`src/rtl/disp_share_arbiter.sv`:
```
// Round-robin arbiter that shares one seven-segment scan display between N_REQ requesters.
// Each grant stays on screen for a minimum time. After release the last word stays frozen.
module disp_share_arbiter #(
  parameter int unsigned N_REQ       = 4,
  parameter int unsigned HOLD_CYCLES = 20_000_000,
  parameter int unsigned CNT_W       = 25,
  parameter logic [31:0] IDLE_DATA   = 32'h0000_0000
) (
  input  logic                  clk,
  input  logic                  rst,
  input  logic [N_REQ-1:0]      req,
  input  logic [32*N_REQ-1:0]   req_data,
  output logic [N_REQ-1:0]      grant,
  output logic [31:0]           disp_data,
  output logic                  disp_en,
  output logic                  busy
);

  localparam int unsigned PTR_W = (N_REQ > 1) ? $clog2(N_REQ) : 1;
  localparam logic [CNT_W-1:0] CNT_LAST = CNT_W'(HOLD_CYCLES - 1);

  typedef enum logic [1:0] {StIdle, StShow, StHold} state_t;

  state_t           state;
  logic [CNT_W-1:0] cnt;
  logic [PTR_W-1:0] ptr;
  logic [PTR_W-1:0] holder;

  logic [31:0]      words [N_REQ];
  logic             found;
  logic [PTR_W-1:0] win;
  logic [PTR_W-1:0] ptr_next;
  logic [N_REQ-1:0] win_onehot;
  logic             expired;
  logic             holder_req;
  logic             others;
  logic             do_grant;
  logic             go_idle;
  logic             go_hold;

  for (genvar i = 0; i < N_REQ; i++) begin : g_words
    assign words[i] = req_data[32*i +: 32];
  end

  // First requester at or after ptr, wrapping modulo N_REQ.
  always_comb begin
    found = 1'b0;
    win   = '0;
    for (int k = 0; k < N_REQ; k++) begin
      if (!found && req[PTR_W'((int'(ptr) + k) % N_REQ)]) begin
        found = 1'b1;
        win   = PTR_W'((int'(ptr) + k) % N_REQ);
      end
    end
  end

  assign ptr_next   = PTR_W'((int'(win) + 1) % N_REQ);
  assign win_onehot = N_REQ'(1) << win;
  assign expired    = (cnt == CNT_LAST);
  assign holder_req = req[holder];
  assign others     = |(req & ~grant);

  always_comb begin
    do_grant = 1'b0;
    go_idle  = 1'b0;
    go_hold  = 1'b0;
    unique case (state)
      StIdle: do_grant = found;
      StShow: begin
        if (expired) begin
          // With the holder still requesting, the ptr search reaches the holder last.
          if (holder_req) do_grant = others;
          else if (found) do_grant = 1'b1;
          else go_idle = 1'b1;
        end else if (!holder_req) begin
          go_hold = 1'b1;
        end
      end
      StHold: begin
        if (expired) begin
          do_grant = found;
          go_idle  = !found;
        end
      end
      default: go_idle = 1'b1;
    endcase
  end

  always_ff @(posedge clk or posedge rst) begin
    if (rst) begin
      state     <= StIdle;
      grant     <= '0;
      disp_data <= IDLE_DATA;
      disp_en   <= 1'b0;
      busy      <= 1'b0;
      cnt       <= '0;
      ptr       <= '0;
      holder    <= '0;
    end else if (do_grant) begin
      state     <= StShow;
      grant     <= win_onehot;
      holder    <= win;
      ptr       <= ptr_next;
      cnt       <= '0;
      disp_data <= words[win];
      disp_en   <= 1'b1;
      busy      <= 1'b1;
    end else if (go_idle) begin
      state     <= StIdle;
      grant     <= '0;
      disp_data <= IDLE_DATA;
      disp_en   <= 1'b0;
      busy      <= 1'b0;
      cnt       <= '0;
    end else begin
      if (go_hold) state <= StHold;
      if (state != StIdle && !expired) cnt <= cnt + 1'b1;
      if (state == StShow && holder_req) disp_data <= words[holder];
    end
  end

endmodule

```
`config.mk`:
```
export PLATFORM = sky130hd
export DESIGN_NAME = disp_share_arbiter
export DESIGN_NICKNAME = d
export VERILOG_FILES = /design/src/rtl/disp_share_arbiter.sv
export SDC_FILE = /design/constraint.sdc
export NUM_CORES = 1
export LEC_CHECK = 0
export CAP_MARGIN = 0
export CORE_UTILIZATION = 51
export CTS_CLUSTER_DIAMETER = 80
export DETAILED_ROUTE_END_ITERATION = 10
export GPL_TIMING_DRIVEN = 0
export PLACE_DENSITY = 0.85
export SLEW_MARGIN = 20
export SYNTH_ARGS = -nofsm -noshare
export SYNTH_HDL_FRONTEND = slang
export SYNTH_SLANG_ARGS = --single-unit
```
`constraint.sdc`:
```
create_clock -name clk -period 4.35 [get_ports clk]
set_clock_uncertainty 0.05 [all_clocks]
set_input_delay 0.435 -clock clk [delete_from_list [all_inputs] [get_ports clk]]
set_output_delay 0.435 -clock clk [all_outputs]
set_load 0.005 [all_outputs]
```
==> run summary, run 1 <==
Vias per cell: 6.12
Sequential share of the synthesized area: 32.9%
# rows: 36
N_diodes: 0
Worst IR Drop VDD: 0.319 mV
Combinational share of power: 65.0%
Min-delay worst type: in2async
Clock Power Share: 12.9%
Die H: 103 um
Max-Cap Viols: 0
Core area: 0.00982 mm^2
Max-slew violations: 0
Slew HR: 42.6%
Worst-path clk slew: 0.08 ns
DRC: 0
Antenna violations before repair: 0
Final setup vio count: 0
Cell Int Power: 0.00266 W
Post-synth EDFFs: 0
Synth-to-layout area growth: 40.9%
First-pass GRT wire length: 26.2 mm
Seq pwr share: 22.1%
DRT Pass-1 Iters: 5
Die area: 0.0105 mm^2
Post-route ant nets: 0
Initial DRC Count: 354
Horiz. Die Dim: 103 um
CTS resizes: 0
Top sig layer: met4
Final-stage net count: 865
Detail Placement HPWL: 12.8 mm
Crit-path cells: clkdlybuf4s50_1 > mux2i_1 > nor2_1 > or3_1 > inv_2 > buf_2 > clkbuf_1 > ha_1 > a21oi_1
Crit path max fanout: 11
Net switching power: 0.00187 W
Worst reg2reg setup slack: 1.50 ns
Final Hold Violating Endpoints: 0
Worst skew pair latency: 0.36 ns
Largest net degree at the start of global routing: 36
P_leak: 2.90 nW
Met1 Routed Length: 5.95 mm
Clk Tree Root Cell: clkbuf_8
Setup TNS: 0 ns
Routed WL per cell: 19.5 um
GRT Resource Usage Total: 33.1%
H-tree depth: 3
Reg-to-Reg End: disp_data[4]$_DFFE_PP0P_
Remaining Overflow, GRT: 0
WL met2: 8.71 mm
Actual slew at the worst max-slew pin: 0.861 ns
Syn_nets: 682
Drt total wl: 16.8 mm
Global placer's final weighted congestion: 0.910
Worst Path Required: 4.58 ns
Max stage delay cell, worst path: clkdlybuf4s50_1
Hold WS: 0.394 ns
Post-CTS setup buffer count: 0
Number of port buffers: 171
Num CTS Buffers: 9
FILL cells: 735
Routed via count: 5265
Pwr Density: 621 mW/mm^2
Fmax: 343 MHz
Final worst path period share: 66.9%
Worst reg2reg path depth: 8
Async S/R FF share, synth: 100%
TritonCTS clock tree: yes
Synth Instances: 539
Fraction of layout cells with a size suffix above 1: 12.9%
Register bit total from synthesis: 68
Netlist cell types: 53
Top_reg_cell synth: dfrtp_1
Status: finished, final reports clean
IO Count: 172
FF-to-FF Start: cnt[0]$_DFFE_PP0P_
Switching Fraction: 41.2%
Max incr delay on CP: 0.54 ns
Syn Area/Cell: 9.59 um^2
Vias in the first global route: 5394
Routed wire length on met3: 1.54 mm
Worst Path Arrival: 3.14 ns
Post-layout util: 74.2%
Clock sinks: 68
Fin crit period: 2.91 ns
Synthesized area: 0.00517 mm^2
Clock Tree Buf Depth: 2
Crit. End Element: flop
Critical Path Source Type: input pin
WS Path Type: in2reg
Synthesis warning total: 0
Post-CTS Hold Fix Bufs: 0
RSZ-0062 raised after global routing: no
Initial Util: 52.7%
==> registers in the layout, indices dropped and copies added (netlist names) <==
register and flops:
disp_data 32, cnt 25, grant 4, holder 2, ptr 2, state 2, busy 1
==> cell type report <==
type / count / area (um^2) / area share (%)
Multi-Input combinational cell: 417 / 3200 / 43.9
Clock buffer: 10 / 128 / 1.75
Clock inverter: 6 / 88.8 / 1.22
Timing Repair Buffer: 172 / 1730 / 23.8
Sequential cell: 68 / 1700 / 23.3
Tap cell: 133 / 166 / 2.28
Inverter: 15 / 58.8 / 0.807
Buffer: 39 / 215 / 2.95
==> placed cells by master (no fill, tap or decap), types with 7 or more instances in the layout <==
master	n
a21oi_1	34
buf_2	7
buf_4	10
clkbuf_1	15
clkbuf_8	9
clkdlybuf4s50_1	171
dfrtp_1	68
ha_1	9
inv_1	12
mux2i_1	28
mux4_2	38
nand2_1	79
nand3_1	9
nor2_1	66
nor4_1	9
o21ai_0	12
o22a_1	18
o22a_2	9
o22ai_1	28
xnor2_1	18
==> metrics by stage <==
step           cell area [um^2]  instances  setup slack [ns]  power, W
6_report                   7290        860              1.44   0.00453
5_1_grt                    7290        860              1.30   0.00480
4_1_cts                    7290        860              1.47   0.00451
3_5_place_dp               7070        844              1.11   0.00391
3_3_place_gp               7050        843             0.925   0.00381
2_1_floorplan              5170        539              1.99   0.00289
==> layer usage <==
metal | up-vias | global-route usage, %
met2 | 301 | 59.0
met5 | - | 0
met3 | 65 | 9.22
met4 | 0 | 14.6
li1 | 2355 | -
met1 | 2544 | 36.7
==> cell usage after synthesis (3+ instances only) <==
cell	instances	area (um^2)
o22a_2	9	90.1
buf_6	3	33.8
nand2b_1	3	18.8
nor3b_1	3	22.5
o22a_1	18	158
nor3_1	5	25.0
a21oi_1	34	170
buf_4	10	75.1
buf_1	5	18.8
dfrtp_1	68	1700
mux2i_1	28	280
buf_2	7	35.0
xor2_1	5	43.8
o22ai_1	28	175
xnor2_1	18	158
o21ai_0	12	60.1
ha_1	9	113
nand4_1	4	25.0
mux4_2	38	856
or3_1	4	25.0
nand2_1	79	297
nor4_1	9	56.3
inv_1	13	48.8
nor4b_1	3	26.3
nor2_1	66	248
nand3_1	9	45.0
clkbuf_1	14	52.6
a2bb2oi_1	5	43.8
==> worst max-delay path: cells and delay by family <==
kind | cells | cell delay (ns)
AOI/OAI and AO/OA | 1 | 0.12
adders and majority gates | 1 | 0.35
buffers and inverters | 4 | 1.60
muxes | 1 | 0.19
and+or+nand+nor | 2 | 0.45
==> power by group through the flow <==
stage / Sequential [W] / Clock, W / Combinational (W)
3_3_place_gp: 0.000996 / 0 / 0.00282
3_5_place_dp: 0.00100 / 0 / 0.00291
6_report: 0.000998 / 0.000586 / 0.00294
5_1_grt: 0.00102 / 0.000622 / 0.00316
2_1_floorplan: 0.000988 / 0 / 0.00190
4_1_cts: 0.000994 / 0.000589 / 0.00293
==> cell families (layout without fill, tap and decap cells) <==
family          count (synthesis)  count (layout)  share of synthesized area (%)
simple gates                  199             199                           17.6
compound gates                119             119                           16.0
flops                          68              68                           32.9
mux                            67              67                           22.2
buf+inv                        54             242                           5.25
xor+xnor                       23              23                           3.90
fa+ha+maj                       9               9                           2.18
==> worst max-delay path by stage <==
stage,from,to,slack [ns],cells past startpoint
after CTS,req[0],ptr[1]$_DFFE_PP0N_,1.47,9
after floorplan,cnt[0]$_DFFE_PP0P_,holder[0]$_DFFE_PP0N_,1.99,7
after global routing,req[0],disp_data[0]$_DFFE_PP0P_,1.30,10
after detailed placement,req[0],disp_data[18]$_DFFE_PP0P_,1.11,9
final,req[0],ptr[1]$_DFFE_PP0N_,1.44,9
after global placement,rst,disp_data[17]$_DFFE_PP0P_,0.92,2
Note: power is estimated with default switching activity, not from simulation.
==> inputs of run 2 (changes only) <==
--- a/config.mk
+++ b/config.mk
@@ -6,11 +6,11 @@
 export NUM_CORES = 1
 export LEC_CHECK = 0
 export CAP_MARGIN = 0
-export CORE_UTILIZATION = 51
+export CORE_UTILIZATION = 42
 export CTS_CLUSTER_DIAMETER = 80
 export DETAILED_ROUTE_END_ITERATION = 10
 export GPL_TIMING_DRIVEN = 0
-export PLACE_DENSITY = 0.85
+export PLACE_DENSITY = 0.74
 export SLEW_MARGIN = 20
 export SYNTH_ARGS = -nofsm -noshare
 export SYNTH_HDL_FRONTEND = slang
==> constraint.sdc (replaced) <==
create_clock -name clk -period 2.5 [get_ports clk]
set_clock_uncertainty 0.05 [all_clocks]
set_input_delay 0.25 -clock clk [delete_from_list [all_inputs] [get_ports clk]]
set_output_delay 0.25 -clock clk [all_outputs]
set_load 0.005 [all_outputs]
==> run 2 against run 1 <==
Compared with the run above:
- register-to-register slack lost 1.5 ns
- combinational power grew 90%
- first-iteration DRC count shrank 18%
- routed wire length grew 4.8%
- critical path type unchanged
- sequential power grew 76%
- worst setup slack lost 1.4 ns
==> run summary, run 2 (same netlist as run 1, synthesis figures left out) <==
# rows: 40 (+11%)
TritonCTS clock tree: yes
Worst Path Required: 2.68 ns (-1.90 ns)
Drt total wl: 17.6 mm (+4.8%)
Fin crit period: 2.49 ns
Fmax: 401 MHz
Final Hold Violating Endpoints: 0 (unchanged)
Fraction of layout cells with a size suffix above 1: 18.5% (+5.5 points)
Post-route ant nets: 0 (unchanged)
Antenna violations before repair: 0 (unchanged)
Post-CTS Hold Fix Bufs: 0 (unchanged)
Worst IR Drop VDD: 0.594 mV (+86%)
Crit path max fanout: 10 (-1)
Final setup vio count: 0 (unchanged)
Biggest register: disp_data
Total power: 0.00873 W (+93%)
Finished Layout Cells: 889 (+3.4%)
Status: finished, final reports clean
Routed WL per cell: 19.8 um (+1.3%)
DRC: 0 (unchanged)
Post-layout util: 64.7% (-9.5 points)
N_diodes: 0 (unchanged)
Synth-to-layout area growth: 50.2%
DRT Pass-1 Iters: 4 (-1)
Worst Path Arrival: 2.67 ns (-0.47 ns)
Worst skew pair latency: 0.33 ns (-0.03 ns)
Final worst path period share: 99.8%
Crit. End Element: flop
Num CTS Buffers: 9 (unchanged)
Core area: 0.0120 mm^2 (+22%)
Remaining Overflow, GRT: 0 (unchanged)
Vias in the first global route: 5450 (+1.0%)
Final-stage net count: 880 (+1.7%)
Placed cells: 858 (+1.7%)
Commonest non-fill, non-tap cell in the layout: clkdlybuf4s50_1
Number of port buffers: 171 (unchanged)
Min-delay worst type: in2async
Vias per cell: 6.03 (-1.6%)
Worst-path clk slew: 0.06 ns (-0.02 ns)
Die area: 0.0128 mm^2 (+21%)
IO Count: 172 (unchanged)
Largest net degree at the start of global routing: 52 (+44%)
WS Path Type: in2reg
P_leak: 3.17 nW (+9.3%)
Top flop regs: disp_data (32), cnt (25), grant (4)
GRT Resource Usage Total: 27.4% (-5.6 points)
H-tree depth: 3 (unchanged)
Initial Util: 43.1% (-9.6 points)
Max FFs per register: 32 (unchanged)
Critical Path Source Type: input pin
Initial DRC Count: 289 (-18%)
Horiz. Die Dim: 113 um (+10%)
Actual slew at the worst max-slew pin: 0.833 ns (-0.0282 ns)
Max-Cap Viols: 0 (unchanged)
DP Area: 0.00710 mm^2 (+0.35%)
First-pass GRT wire length: 27.3 mm (+4.2%)
Most frequent cells in the layout: 170 x clkdlybuf4s50_1, 78 x nand2_1, 68 x dfrtp_1, 66 x nor2_1, 38 x mux4_2
Global placer's final weighted congestion: 0.903 (-0.78%)
Pwr Density: 1120 mW/mm^2 (+81%)
Clk Tree Root Cell: clkbuf_16
Clock Tree Buf Depth: 2 (unchanged)
Fin area: 0.00777 mm^2 (+6.6%)
RSZ-0062 raised after global routing: yes
Detail Placement HPWL: 12.7 mm (-0.78%)
Die H: 113 um (+10%)
Routed via count: 5358 (+1.8%)
Max-slew violations: 0 (unchanged)
Slew HR: 44.5% (+1.9 points)
Clock sinks: 68 (unchanged)
run 2: cell types whose count changed in the layout (fill, tap and decap cells not counted), moves of 3 or more:
| cell | previous run | this run |
|---|---|---|
| clkbuf_2 | 0 | 6 |
| clkbuf_4 | 0 | 4 |
| clkbuf_8 | 9 | 0 |
| buf_4 | 10 | 21 |
| nor4_4 | 0 | 4 |
| buf_2 | 7 | 3 |
| buf_6 | 3 | 10 |
| nor4_1 | 9 | 6 |
| clkbuf_16 | 0 | 9 |
| clkbuf_1 | 15 | 8 |
| buf_1 | 5 | 1 |
run 2: area by class of cell:
class	instances	area (um^2)
buffer	38	280
clock buffer	10	229
clock inverter	6	88.8
fill	936	4240
inverter	15	62.6
multi-input combinational	417	3350
sequential	68	1700
tap	147	184
timing repair buffer	188	1870
run 2: routing by layer:
layer | track usage [%] | routed length [um] | up-vias
li1 | - | - | 2403
met1 | 31.4 | 6650 | 2637
met2 | 49.0 | 9070 | 266
met3 | 6.43 | 1290 | 52
met4 | 12.3 | 595 | 0
met5 | 0 | 0 | -
run 2: timing repair:
item | 4_1_cts | 5_1_grt
pin swaps | 7 | 6
resized for setup | 19 | 47
cloned | 0 | 1
hold endpoints to repair | 0 | 0
buffers inserted | 5 | 10
setup endpoints to repair | 68 | 68
run 2: power by group:
group	internal [W]	switching (W)
Clock	0.000873	0.000501
Sequential	0.00149	0.000265
Combinational	0.00291	0.00269
Total	0.00528	0.00345
run 2: critical path, cell delays in order:
cell	delay (ns)
clkdlybuf4s50_1	0.61
a222oi_1	0.62
a311oi_2	0.23
a211oi_2	0.34
nand2_2	0.17
buf_4	0.22
o22a_2	0.22
run 2: path summary, 6_finish.rpt:
path                            slack [ns]                         to  cells past startpoint                startpoint
worst min-delay path                  0.17  disp_data[23]$_DFFE_PP0P_                      2                       rst
worst min register to register        0.45   disp_data[8]$_DFFE_PP0P_                      1  disp_data[8]$_DFFE_PP0P_
worst max register to register        0.04  disp_data[22]$_DFFE_PP0P_                      7       cnt[12]$_DFFE_PP0P_
min in group clk                      0.45   disp_data[8]$_DFFE_PP0P_                      1  disp_data[8]$_DFFE_PP0P_
worst max-delay path                 0.005  disp_data[17]$_DFFE_PP0P_                      7                    req[3]
max in group asynchronous             1.70         ptr[1]$_DFFE_PP0N_                      3                       rst
run 2: through the flow:
step / setup WS [ns] / TNS (ns) / hold slack [ns]
3_5_place_dp: -0.559 / -27.51 / 0.450
2_1_floorplan: 0.145 / 0 / 0.455
4_1_cts: 0.000711 / 0 / 0.178
5_1_grt: -0.0737 / -2.08 / 0.206
3_3_place_gp: -0.756 / -77.33 / 0.443
6_report: 0.00539 / 0 / 0.166
==> inputs of run 3 (changes only) <==
--- a/config.mk
+++ b/config.mk
@@ -8,6 +8,7 @@
 export CAP_MARGIN = 0
 export CORE_UTILIZATION = 42
 export CTS_CLUSTER_DIAMETER = 80
+export CTS_CLUSTER_SIZE = 8
 export DETAILED_ROUTE_END_ITERATION = 10
 export GPL_TIMING_DRIVEN = 0
 export PLACE_DENSITY = 0.74
==> results of run 3 <==
No change in the layout: final DEF, timing and power equal those of run 2.
